===== src/rtl/fetch_stage_pkg.sv =====
// -----------------------------------------------------------------------------
// fetch_stage_pkg
//   Shared widths, halt opcode, reset PC and FSM state encodings for the
//   instruction-fetch stage and its helpers.
// -----------------------------------------------------------------------------
package fetch_stage_pkg;

    localparam int ISIZE = 16;   // PC / instruction-memory address width (word addressed)
    localparam int DSIZE = 32;   // instruction width
    localparam int OPC_W = 4;    // opcode field width, top bits of the instruction

    localparam logic [OPC_W-1:0] HALT_OPC = 4'hF;
    localparam logic [ISIZE-1:0] RESET_PC = 16'h0000;

    typedef enum logic [1:0] {
        FS_BOOT = 2'd0,
        FS_RUN  = 2'd1,
        FS_HALT = 2'd2
    } fetch_state_t;

endpackage


===== src/rtl/fetch_sat_counter.sv =====
// -----------------------------------------------------------------------------
// fetch_sat_counter
//   Saturating event counter: counts up by one on each cycle with inc=1 and
//   sticks at all-ones instead of wrapping.
//
//   Ports:
//     clk  in   clock
//     rst  in   synchronous active-high reset, clears the count
//     inc  in   count enable
//     cnt  out  W-bit registered count
// -----------------------------------------------------------------------------
module fetch_sat_counter #(
    parameter int W = 32
) (
    input  logic         clk,
    input  logic         rst,
    input  logic         inc,
    output logic [W-1:0] cnt
);

    function automatic logic [W-1:0] sat_inc(input logic [W-1:0] v);
        return (&v) ? v : v + W'(1);
    endfunction

    always_ff @(posedge clk) begin
        if (rst) begin
            cnt <= '0;
        end else if (inc) begin
            cnt <= sat_inc(cnt);
        end
    end

endmodule


===== src/rtl/fetch_stage.sv =====
// -----------------------------------------------------------------------------
// fetch_stage
//   Instruction-fetch stage. Drives the instruction-memory address every
//   cycle, absorbs the memory's one-cycle registered-address read latency and
//   presents a registered IF/ID bundle to decode. Handles decode stall,
//   execute-stage redirect and a halt opcode.
//
//   Optional feature macro: FETCH_PERF_CNT_EN (adds fetch_cnt / stall_cnt).
//
//   Ports:
//     clk          in   clock
//     rst          in   synchronous active-high reset
//     stall        in   decode cannot accept; hold IF/ID and the fetch address
//     redirect     in   execute-stage control transfer taken this cycle
//     redirect_pc  in   redirect target
//     imem_addr    out  instruction-memory address (combinational)
//     imem_rdata   in   memory data for the address of the previous cycle
//     if_pc        out  IF/ID PC
//     if_instr     out  IF/ID instruction
//     if_valid     out  IF/ID entry holds a real instruction
//     halted       out  fetch is in HALT
//     fetch_cnt    out  (FETCH_PERF_CNT_EN) valid instructions delivered
//     stall_cnt    out  (FETCH_PERF_CNT_EN) stalled RUN cycles
// -----------------------------------------------------------------------------
module fetch_stage
    import fetch_stage_pkg::*;
(
    input  logic             clk,
    input  logic             rst,
    input  logic             stall,
    input  logic             redirect,
    input  logic [ISIZE-1:0] redirect_pc,
    output logic [ISIZE-1:0] imem_addr,
    input  logic [DSIZE-1:0] imem_rdata,
    output logic [ISIZE-1:0] if_pc,
    output logic [DSIZE-1:0] if_instr,
    output logic             if_valid,
    output logic             halted
`ifdef FETCH_PERF_CNT_EN
    ,
    output logic [31:0]      fetch_cnt,
    output logic [31:0]      stall_cnt
`endif
);

    fetch_state_t     state;
    logic [ISIZE-1:0] req_pc;     // address whose data is on imem_rdata now
    logic             req_valid;  // that data is on the correct path

    logic [ISIZE-1:0] req_pc_inc;
    logic             is_halt_opc;

    // Natural ISIZE-bit wrap: 16'hFFFF -> 16'h0000.
    assign req_pc_inc  = req_pc + ISIZE'(1);
    assign is_halt_opc = (imem_rdata[DSIZE-1 -: OPC_W] == HALT_OPC);
    assign halted      = (state == FS_HALT);

    // Address selection. On a stall the memory re-reads req_pc so the word
    // on imem_rdata is still the one IF/ID will take when the stall lifts.
    always_comb begin
        imem_addr = RESET_PC;
        if (!rst) begin
            case (state)
                FS_BOOT: imem_addr = RESET_PC;
                FS_RUN: begin
                    if (redirect)   imem_addr = redirect_pc;
                    else if (stall) imem_addr = req_pc;
                    else            imem_addr = req_pc_inc;
                end
                FS_HALT: imem_addr = redirect ? redirect_pc : req_pc;
                default: imem_addr = RESET_PC;
            endcase
        end
    end

    // FSM, fetch request and IF/ID register.
    always_ff @(posedge clk) begin
        if (rst) begin
            state     <= FS_BOOT;
            req_pc    <= RESET_PC;
            req_valid <= 1'b0;
            if_pc     <= '0;
            if_instr  <= '0;
            if_valid  <= 1'b0;
        end else begin
            case (state)
                FS_BOOT: begin
                    req_pc    <= RESET_PC;
                    req_valid <= 1'b1;
                    state     <= FS_RUN;
                end
                FS_RUN: begin
                    if (redirect) begin
                        // Squash the word in flight and the IF/ID slot.
                        req_pc    <= redirect_pc;
                        req_valid <= 1'b1;
                        if_valid  <= 1'b0;
                    end else if (!stall) begin
                        if_instr  <= imem_rdata;
                        if_pc     <= req_pc;
                        if_valid  <= req_valid;
                        req_pc    <= req_pc_inc;
                        req_valid <= 1'b1;
                        if (req_valid && is_halt_opc) begin
                            // Halt word still goes to decode; nothing after it does.
                            state     <= FS_HALT;
                            req_valid <= 1'b0;
                        end
                    end
                end
                FS_HALT: begin
                    if (redirect) begin
                        // A halt fetched down a wrong path is undone here.
                        req_pc    <= redirect_pc;
                        req_valid <= 1'b1;
                        if_valid  <= 1'b0;
                        state     <= FS_RUN;
                    end else if (!stall) begin
                        if_instr <= imem_rdata;
                        if_pc    <= req_pc;
                        if_valid <= 1'b0;
                    end
                end
                default: begin
                    state     <= FS_BOOT;
                    req_valid <= 1'b0;
                    if_valid  <= 1'b0;
                end
            endcase
        end
    end

`ifdef FETCH_PERF_CNT_EN
    logic fetch_inc;
    logic stall_inc;

    // fetch_inc mirrors exactly the RUN advance that writes if_valid<=1.
    assign fetch_inc = (state == FS_RUN) && !redirect && !stall && req_valid;
    assign stall_inc = (state == FS_RUN) && stall && !redirect;

    fetch_sat_counter #(.W(32)) u_fetch_cnt (
        .clk (clk),
        .rst (rst),
        .inc (fetch_inc),
        .cnt (fetch_cnt)
    );

    fetch_sat_counter #(.W(32)) u_stall_cnt (
        .clk (clk),
        .rst (rst),
        .inc (stall_inc),
        .cnt (stall_cnt)
    );
`endif

endmodule


===== config.mk =====
export PLATFORM = sky130hd
export DESIGN_NAME = fetch_stage
export DESIGN_NICKNAME = d
export VERILOG_FILES = /design/src/rtl/fetch_stage_pkg.sv /design/src/rtl/fetch_sat_counter.sv /design/src/rtl/fetch_stage.sv
export SDC_FILE = /design/constraint.sdc
export NUM_CORES = 1
export LEC_CHECK = 0
export CAP_MARGIN = 20
export CORE_MARGIN = 2
export CORE_UTILIZATION = 40
export DETAILED_ROUTE_END_ITERATION = 16
export GPL_TIMING_DRIVEN = 0
export PLACE_DENSITY = 0.73
export SLEW_MARGIN = 20
export SYNTH_ARGS = -nofsm -noshare
export SYNTH_HDL_FRONTEND = slang
export SYNTH_HIERARCHICAL = 1
export SYNTH_SLANG_ARGS = --single-unit

===== constraint.sdc =====
create_clock -name clk -period 3.2 [get_ports clk]
set_input_delay 0.8 -clock clk [delete_from_list [all_inputs] [get_ports clk]]
set_output_delay 0.8 -clock clk [all_outputs]
set_load 0.05 [all_outputs]

==> results.sh, run 1 <==
export IMPL_required_ns=2.40
export IMPL_grt_start_max_net_pins=13
export IMPL_synth_avg_cell_area_um2=7.437
export IMPL_crit_path_start="stall"
export IMPL_worstPathArrival_ns=2.43
export IMPL_crit_path_start_kind="input port"
export IMPL_place_gp_congestion=0.9800
export IMPL_drcViolationCount=0
export IMPL_leakage_nw=1.735
export IMPL_cp_end_kind="output port"
export IMPL_worstSkewPairLatency_ns=0.35
export IMPL_cts_num_sinks=68
export IMPL_r2r_start="state[0]$_SDFFE_PP0P_"
export IMPL_grt_pass1_vias=3268
export IMPL_via_per_inst=5.406
export IMPL_total_power_w=0.002898
export IMPL_nets=633
export IMPL_fin_ws_ns=-0.02519
export IMPL_final_util_pct=62.11
export IMPL_final_max_slew_violation_count=0
export IMPL_via_count=3703
export IMPL_reg2reg_depth=7
export IMPL_drtAntennaViolNets=0
export IMPL_clock_fmax_ghz=0.3101
export IMPL_design_die_area_um2=8978
export IMPL_min_path_type="reg2reg"
export IMPL_final_cell_mix="nand2_1 (116), clkdlybuf4s50_1 (99), dfxtp_1 (64)"
export IMPL_ys_seq_area_share_pct=41.32
export IMPL_core_area_um2=8093
export IMPL_crit_fanout=3
export IMPL_avgRoutedWirePerCell_um=15.87
export IMPL_skew_ns=0.01277
export IMPL_yosysWarnings=6
export IMPL_r2r_end="if_instr[18]$_SDFFE_PP0P_"
export IMPL_hold_violations=0
export IMPL_fin_crit_ns=3.225
export IMPL_grt_use_total_pct=24.17
export IMPL_synth_edf_count=0
export IMPL_overflow=0
export IMPL_rsz0062_at_grt="yes"
export IMPL_powerDensity_nw_per_um2=576.5
export IMPL_status="finished, violations left"
export IMPL_firstDrtPassIters=5
export IMPL_setup_viol=1
export IMPL_pin_count=118
export IMPL_reg2reg_slack_ns=0.92
export IMPL_dpl_hpwl_mm=7.949
export IMPL_io_buffers=116
export IMPL_clk_pin_slew_ns=0.07
export IMPL_critPathKind="in2out"
export IMPL_antenna_found_initial=0
export IMPL_final_common_cell="nand2_1"
export IMPL_slew_headroom_pct=51.96
export IMPL_drtIter0Drc=298
export IMPL_max_vdd_ir_drop_mv=0.2752
export IMPL_tightest_slew_ns=0.7180
export IMPL_clock_path_buffers=2
export IMPL_numCtsBuffers=9
export IMPL_cts_tree="built"
export IMPL_dp_slack_ns=-1.349
export IMPL_netlist_area_um2=3294
export IMPL_synth_nets=501
export IMPL_synth_seq_cells=68
export IMPL_syn_inst=443
export IMPL_wl_mm=10.87
export IMPL_syn2layout_area_growth_pct=52.56
export IMPL_violations="negative setup slack"
export IMPL_grt_pass1_wl_mm=16.91
export IMPL_ys_flop_type="dfxtp_1"
export IMPL_start_util_pct=40.71
export IMPL_cts_max_level=3
export IMPL_cap_violations=0
export IMPL_synthDistinctLibCells=49
export IMPL_n_antenna_cell=0
export IMPL_async_flop_share_pct=0
export IMPL_root_buffer="clkbuf_8"
export IMPL_crit_end="imem_addr[13]"
export IMPL_die_w_um=94.75
export IMPL_finalCritPeriodShare_pct=100.8
export IMPL_die_height_um=94.75
export IMPL_drive_above_1_share_pct=15.00
export IMPL_num_rows=33
export IMPL_tns_ns=-0.02519
## where the power goes
group	leakage, nW	internal (W)	switching, W
logic	1.08	0.000373	0.000707
registers	0.552	0.000929	0.0000748
clock network	0.106	0.000463	0.000351
total	1.74	0.00176	0.00113
## how the worst min path moves through the flow
stage | startpoint | to | slack [ns] | depth (start not counted)
after floorplan | req_pc[8]$_SDFFE_PP0P_ | if_pc[8]$_SDFFE_PP0P_ | 0.47 | 2
after global placement | if_instr[31]$_SDFFE_PP0P_ | if_instr[31]$_SDFFE_PP0P_ | 0.44 | 2
after detailed placement | if_pc[1]$_SDFFE_PP0P_ | if_pc[1]$_SDFFE_PP0P_ | 0.45 | 2
after CTS | if_pc[1]$_SDFFE_PP0P_ | if_pc[1]$_SDFFE_PP0P_ | 0.46 | 2
after global routing | if_pc[10]$_SDFFE_PP0P_ | if_pc[10]$_SDFFE_PP0P_ | 0.47 | 2
final | if_pc[10]$_SDFFE_PP0P_ | if_pc[10]$_SDFFE_PP0P_ | 0.46 | 2
## cells by family after synthesis
| kind of cell | Yosys count | share of synthesized area (%) |
|---|---|---|
| and+or+nand+nor | 202 | 28.37 |
| AOI/OAI and AO/OA | 126 | 23.05 |
| DFF | 68 | 41.32 |
| buffers and inverters | 41 | 4.975 |
| adders and majority gates | 6 | 2.279 |
## flip-flops by register name (all words and copies together), names as in the netlist
register / cells
req_pc: 16
req_valid: 1
if_pc: 16
state: 2
if_instr: 32
if_valid: 1
## worst max-delay path, stage by stage
cell      delay [ns]
buf_8           0.10
buf_6           0.11
nand4b_1        0.28
buf_4           0.23
nor4_4          0.29
o21ai_2         0.11
a211oi_2        0.30
buf_6           0.20
## metal layers
| layer | vias up | track usage (%) | share of wire [%] |
|---|---|---|---|
| li1 | 1813 | - | - |
| met1 | 1736 | 33.51 | 44 |
| met2 | 134 | 38.30 | 47 |
| met3 | 20 | 3.512 | 6.9 |
| met4 | 0 | 8.575 | 2.0 |
| met5 | - | 0 | 0 |
## synth_stat cells, types with 3 or more instances
cell / instances / area share, %
nand2_1: 117 / 13
dfxtp_1: 68 / 41
a21oi_1: 63 / 9.6
clkbuf_1: 28 / 3.2
nor2_1: 26 / 3.0
o21ai_0: 15 / 2.3
inv_1: 8 / 0.91
nor2b_1: 8 / 1.5
a31oi_1: 7 / 1.3
nor3_1: 7 / 1.1
ha_1: 6 / 2.3
nand2b_1: 6 / 1.1
nand4_1: 6 / 1.1
o31ai_1: 6 / 1.4
nand3_1: 5 / 0.76
o21a_1: 4 / 0.91
or3_1: 4 / 0.76
a211oi_1: 3 / 0.68
a22oi_1: 3 / 0.68
a311oi_1: 3 / 0.80
and2_1: 3 / 0.57
nor3b_1: 3 / 0.68
nor4_1: 3 / 0.57
nor4b_1: 3 / 0.80
o211ai_1: 3 / 0.68
## final cells by class
class / instances / area [um^2]
clock inverter: 5 / 83.83
sequential: 68 / 1369
buffer: 32 / 155.1
clock buffer: 11 / 141.4
tap: 105 / 131.4
inverter: 8 / 30.03
fill: 755 / 3067
multi-input combinational: 334 / 1923
timing repair buffer: 122 / 1192
## stage by stage
step                      std cells  cell area, um^2  hold WS [ns]
after floorplan                 443             3318        0.4670
after global placement          664             4611        0.4416
after detailed placement        664             4611        0.4464
after CTS                       683             4931        0.4569
after global routing            685             5026        0.4730
final                           685             5026        0.4563
## what timing repair did
item,in CTS,in global routing
pin swaps,2,3
hold buffers,0,0
gates resized for setup,104,38
setup endpoints to repair,16,15
setup buffers,4,2
Power figures use the tool's default switching activity.
==> run 2: changes to the inputs <==
--- a/config.mk
+++ b/config.mk
@@ -10,7 +10,7 @@
 export CORE_UTILIZATION = 40
 export DETAILED_ROUTE_END_ITERATION = 16
 export GPL_TIMING_DRIVEN = 0
-export PLACE_DENSITY = 0.73
+export PLACE_DENSITY = 0.76
 export SLEW_MARGIN = 20
 export SYNTH_ARGS = -nofsm -noshare
 export SYNTH_HDL_FRONTEND = slang
==> constraint.sdc (replaced) <==
create_clock -name clk -period 2.6 [get_ports clk]
set_input_delay 0.65 -clock clk [delete_from_list [all_inputs] [get_ports clk]]
set_output_delay 0.65 -clock clk [all_outputs]
set_load 0.05 [all_outputs]
==> results.sh, run 2 (synthesized netlist as in run 1, its figures left out) <==
export IMPL_hold_violations=0
export IMPL_slew_headroom_pct=48.14
export IMPL_place_gp_congestion=0.8958
export IMPL_clock_path_buffers=2
export IMPL_num_rows=33
export IMPL_avgRoutedWirePerCell_um=18.62
export IMPL_finalNonFillerCells=731
export IMPL_place_inst=664
export IMPL_via_count=4208
export IMPL_n_antenna_cell=0
export IMPL_violations="negative setup slack"
export IMPL_cp_end_kind="output port"
export IMPL_io_buffers=116
export IMPL_status="finished, violations left"
export IMPL_dp_slack_ns=-1.407
export IMPL_core_area_um2=8093
export IMPL_whs_path_depth=2
export IMPL_leakage_nw=2.107
export IMPL_min_path_type="reg2reg"
export IMPL_fin_crit_ns=2.797
export IMPL_rsz0062_at_grt="yes"
export IMPL_cp_slowest_cell="or3_4"
export IMPL_clock_fmax_ghz=0.3575
export IMPL_skew_ns=0.01500
export IMPL_setup_viol=14
export IMPL_drtIter0Drc=364
export IMPL_tns_ns=-1.424
export IMPL_max_vdd_ir_drop_mv=0.3992
export IMPL_worstSkewPairLatency_ns=0.36
export IMPL_tightest_slew_ns=0.7750
export IMPL_crit_fanout=6
export IMPL_fin_ws_ns=-0.1968
export IMPL_worstPathArrival_ns=2.15
export IMPL_crit_path_start_kind="flip-flop"
export IMPL_required_ns=1.95
export IMPL_cap_violations=0
export IMPL_clk_pin_slew_ns=0.08
export IMPL_largest_reg_flops=32
export IMPL_grt_use_total_pct=26.76
export IMPL_via_per_inst=5.756
export IMPL_cts_tree="built"
export IMPL_grt_pass1_wl_mm=18.54
export IMPL_numCtsBuffers=9
export IMPL_nets=680
export IMPL_root_buffer="clkbuf_8"
export IMPL_final_common_cell="nand2_1"
export IMPL_final_cell_mix="nand2_1 (111), clkdlybuf4s50_1 (98), a21oi_1 (60)"
export IMPL_pin_count=118
export IMPL_drive_above_1_share_pct=30.03
export IMPL_overflow=0
export IMPL_die_w_um=94.75
export IMPL_crit_chain="nand4_4 -> or3_4 -> o31a_1 -> o21ai_2 -> a21oi_2 -> buf_6"
export IMPL_syn2layout_area_growth_pct=77.44
export IMPL_wl_mm=13.61
export IMPL_regMostFlops="if_instr"
export IMPL_design_die_area_um2=8978
export IMPL_cts_max_level=3
export IMPL_biggestRegsByFlops="if_instr: 32 flops, if_pc: 16 flops, req_pc: 16 flops"
export IMPL_drtAntennaViolNets=0
export IMPL_max_stage_delay_ns=0.45
export IMPL_finalHoldWorstSlack_ns=0.4542
export IMPL_start_util_pct=40.71
export IMPL_firstDrtPassIters=6
export IMPL_total_power_w=0.003948
export IMPL_antenna_found_initial=0
export IMPL_critPathKind="reg2out"
export IMPL_cts_hold_buf=0
export IMPL_final_max_slew_violation_count=0
export IMPL_reg2reg_depth=13
export IMPL_cts_num_sinks=68
export IMPL_grt_pass1_vias=3704
export IMPL_dpl_hpwl_mm=8.078
export IMPL_die_height_um=94.75
export IMPL_drcViolationCount=0
export IMPL_powerDensity_nw_per_um2=675.4
export IMPL_finalCritPeriodShare_pct=107.6
export IMPL_grt_start_max_net_pins=12
run 2: cell count changes in the layout (fill, tap and decap cells not counted), sizes merged:
cell	previous run	this run
clkdlybuf4s50	99	98
clkinv	0	4
clkdlybuf4s15	3	0
buf	24	80
clkdlybuf4s18	1	0
dlygate4sd2	0	1
inv	9	7
clkinvlp	2	1
bufinv	2	1
clkbuf	38	32
run 2: area by class of cell:
| class | count | area (um^2) |
|---|---|---|
| buffer | 29 | 167.7 |
| clock buffer | 10 | 127.6 |
| clock inverter | 5 | 53.80 |
| fill | 616 | 2247 |
| inverter | 8 | 38.79 |
| multi-input combinational | 334 | 2243 |
| sequential | 68 | 1408 |
| tap | 105 | 131.4 |
| timing repair buffer | 172 | 1675 |
run 2: metrics by stage:
| stage | cell area [um^2] | utilization (%) |
|---|---|---|
| 2_1_floorplan | 3416 | - |
| 3_3_place_gp | 4708 | 58.18 |
| 3_5_place_dp | 4708 | 58.18 |
| 4_1_cts | 5555 | 68.65 |
| 5_1_grt | 5846 | 72.23 |
| 6_report | 5846 | 72.23 |
run 2: worst paths after layout:
path,from,end,slack [ns]
setup / recovery,req_pc[6]$_SDFFE_PP0P_,imem_addr[15],-0.20
hold / removal,if_instr[8]$_SDFFE_PP0P_,if_instr[8]$_SDFFE_PP0P_,0.45
setup reg to reg,state[0]$_SDFFE_PP0P_,req_pc[12]$_SDFFE_PP0P_,0.15
hold reg to reg,if_instr[8]$_SDFFE_PP0P_,if_instr[8]$_SDFFE_PP0P_,0.45
run 2: layer usage:
layer,global-route usage [%],share of wire (%)
met1,33.96,39
met2,42.55,46
met3,6.544,9.1
met4,12.80,5.0
met5,0,0
run 2: power breakdown:
| group | leakage (nW) | internal, W | total (W) | switching (W) |
|---|---|---|---|---|
| logic | 1.45 | 0.000759 | 0.00184 | 0.00108 |
| registers | 0.560 | 0.00115 | 0.00125 | 0.000103 |
| clock network | 0.0959 | 0.000435 | 0.000860 | 0.000425 |
run 2: worst max-delay path: cells and delay by family, from the launching register on:
| kind | cells | cell delay [ns] |
|---|---|---|
| flops | 1 | 0.41 |
| compound gates | 3 | 0.60 |
| simple gates | 2 | 0.60 |
| buf+inv | 1 | 0.17 |
run 2: timing repair:
action	4_1_cts	5_1_grt
gates cloned	0	1
setup endpoints to repair	16	17
resized for setup	217	51
buffers inserted	42	15
pin swaps	28	31
hold endpoints to repair	0	0
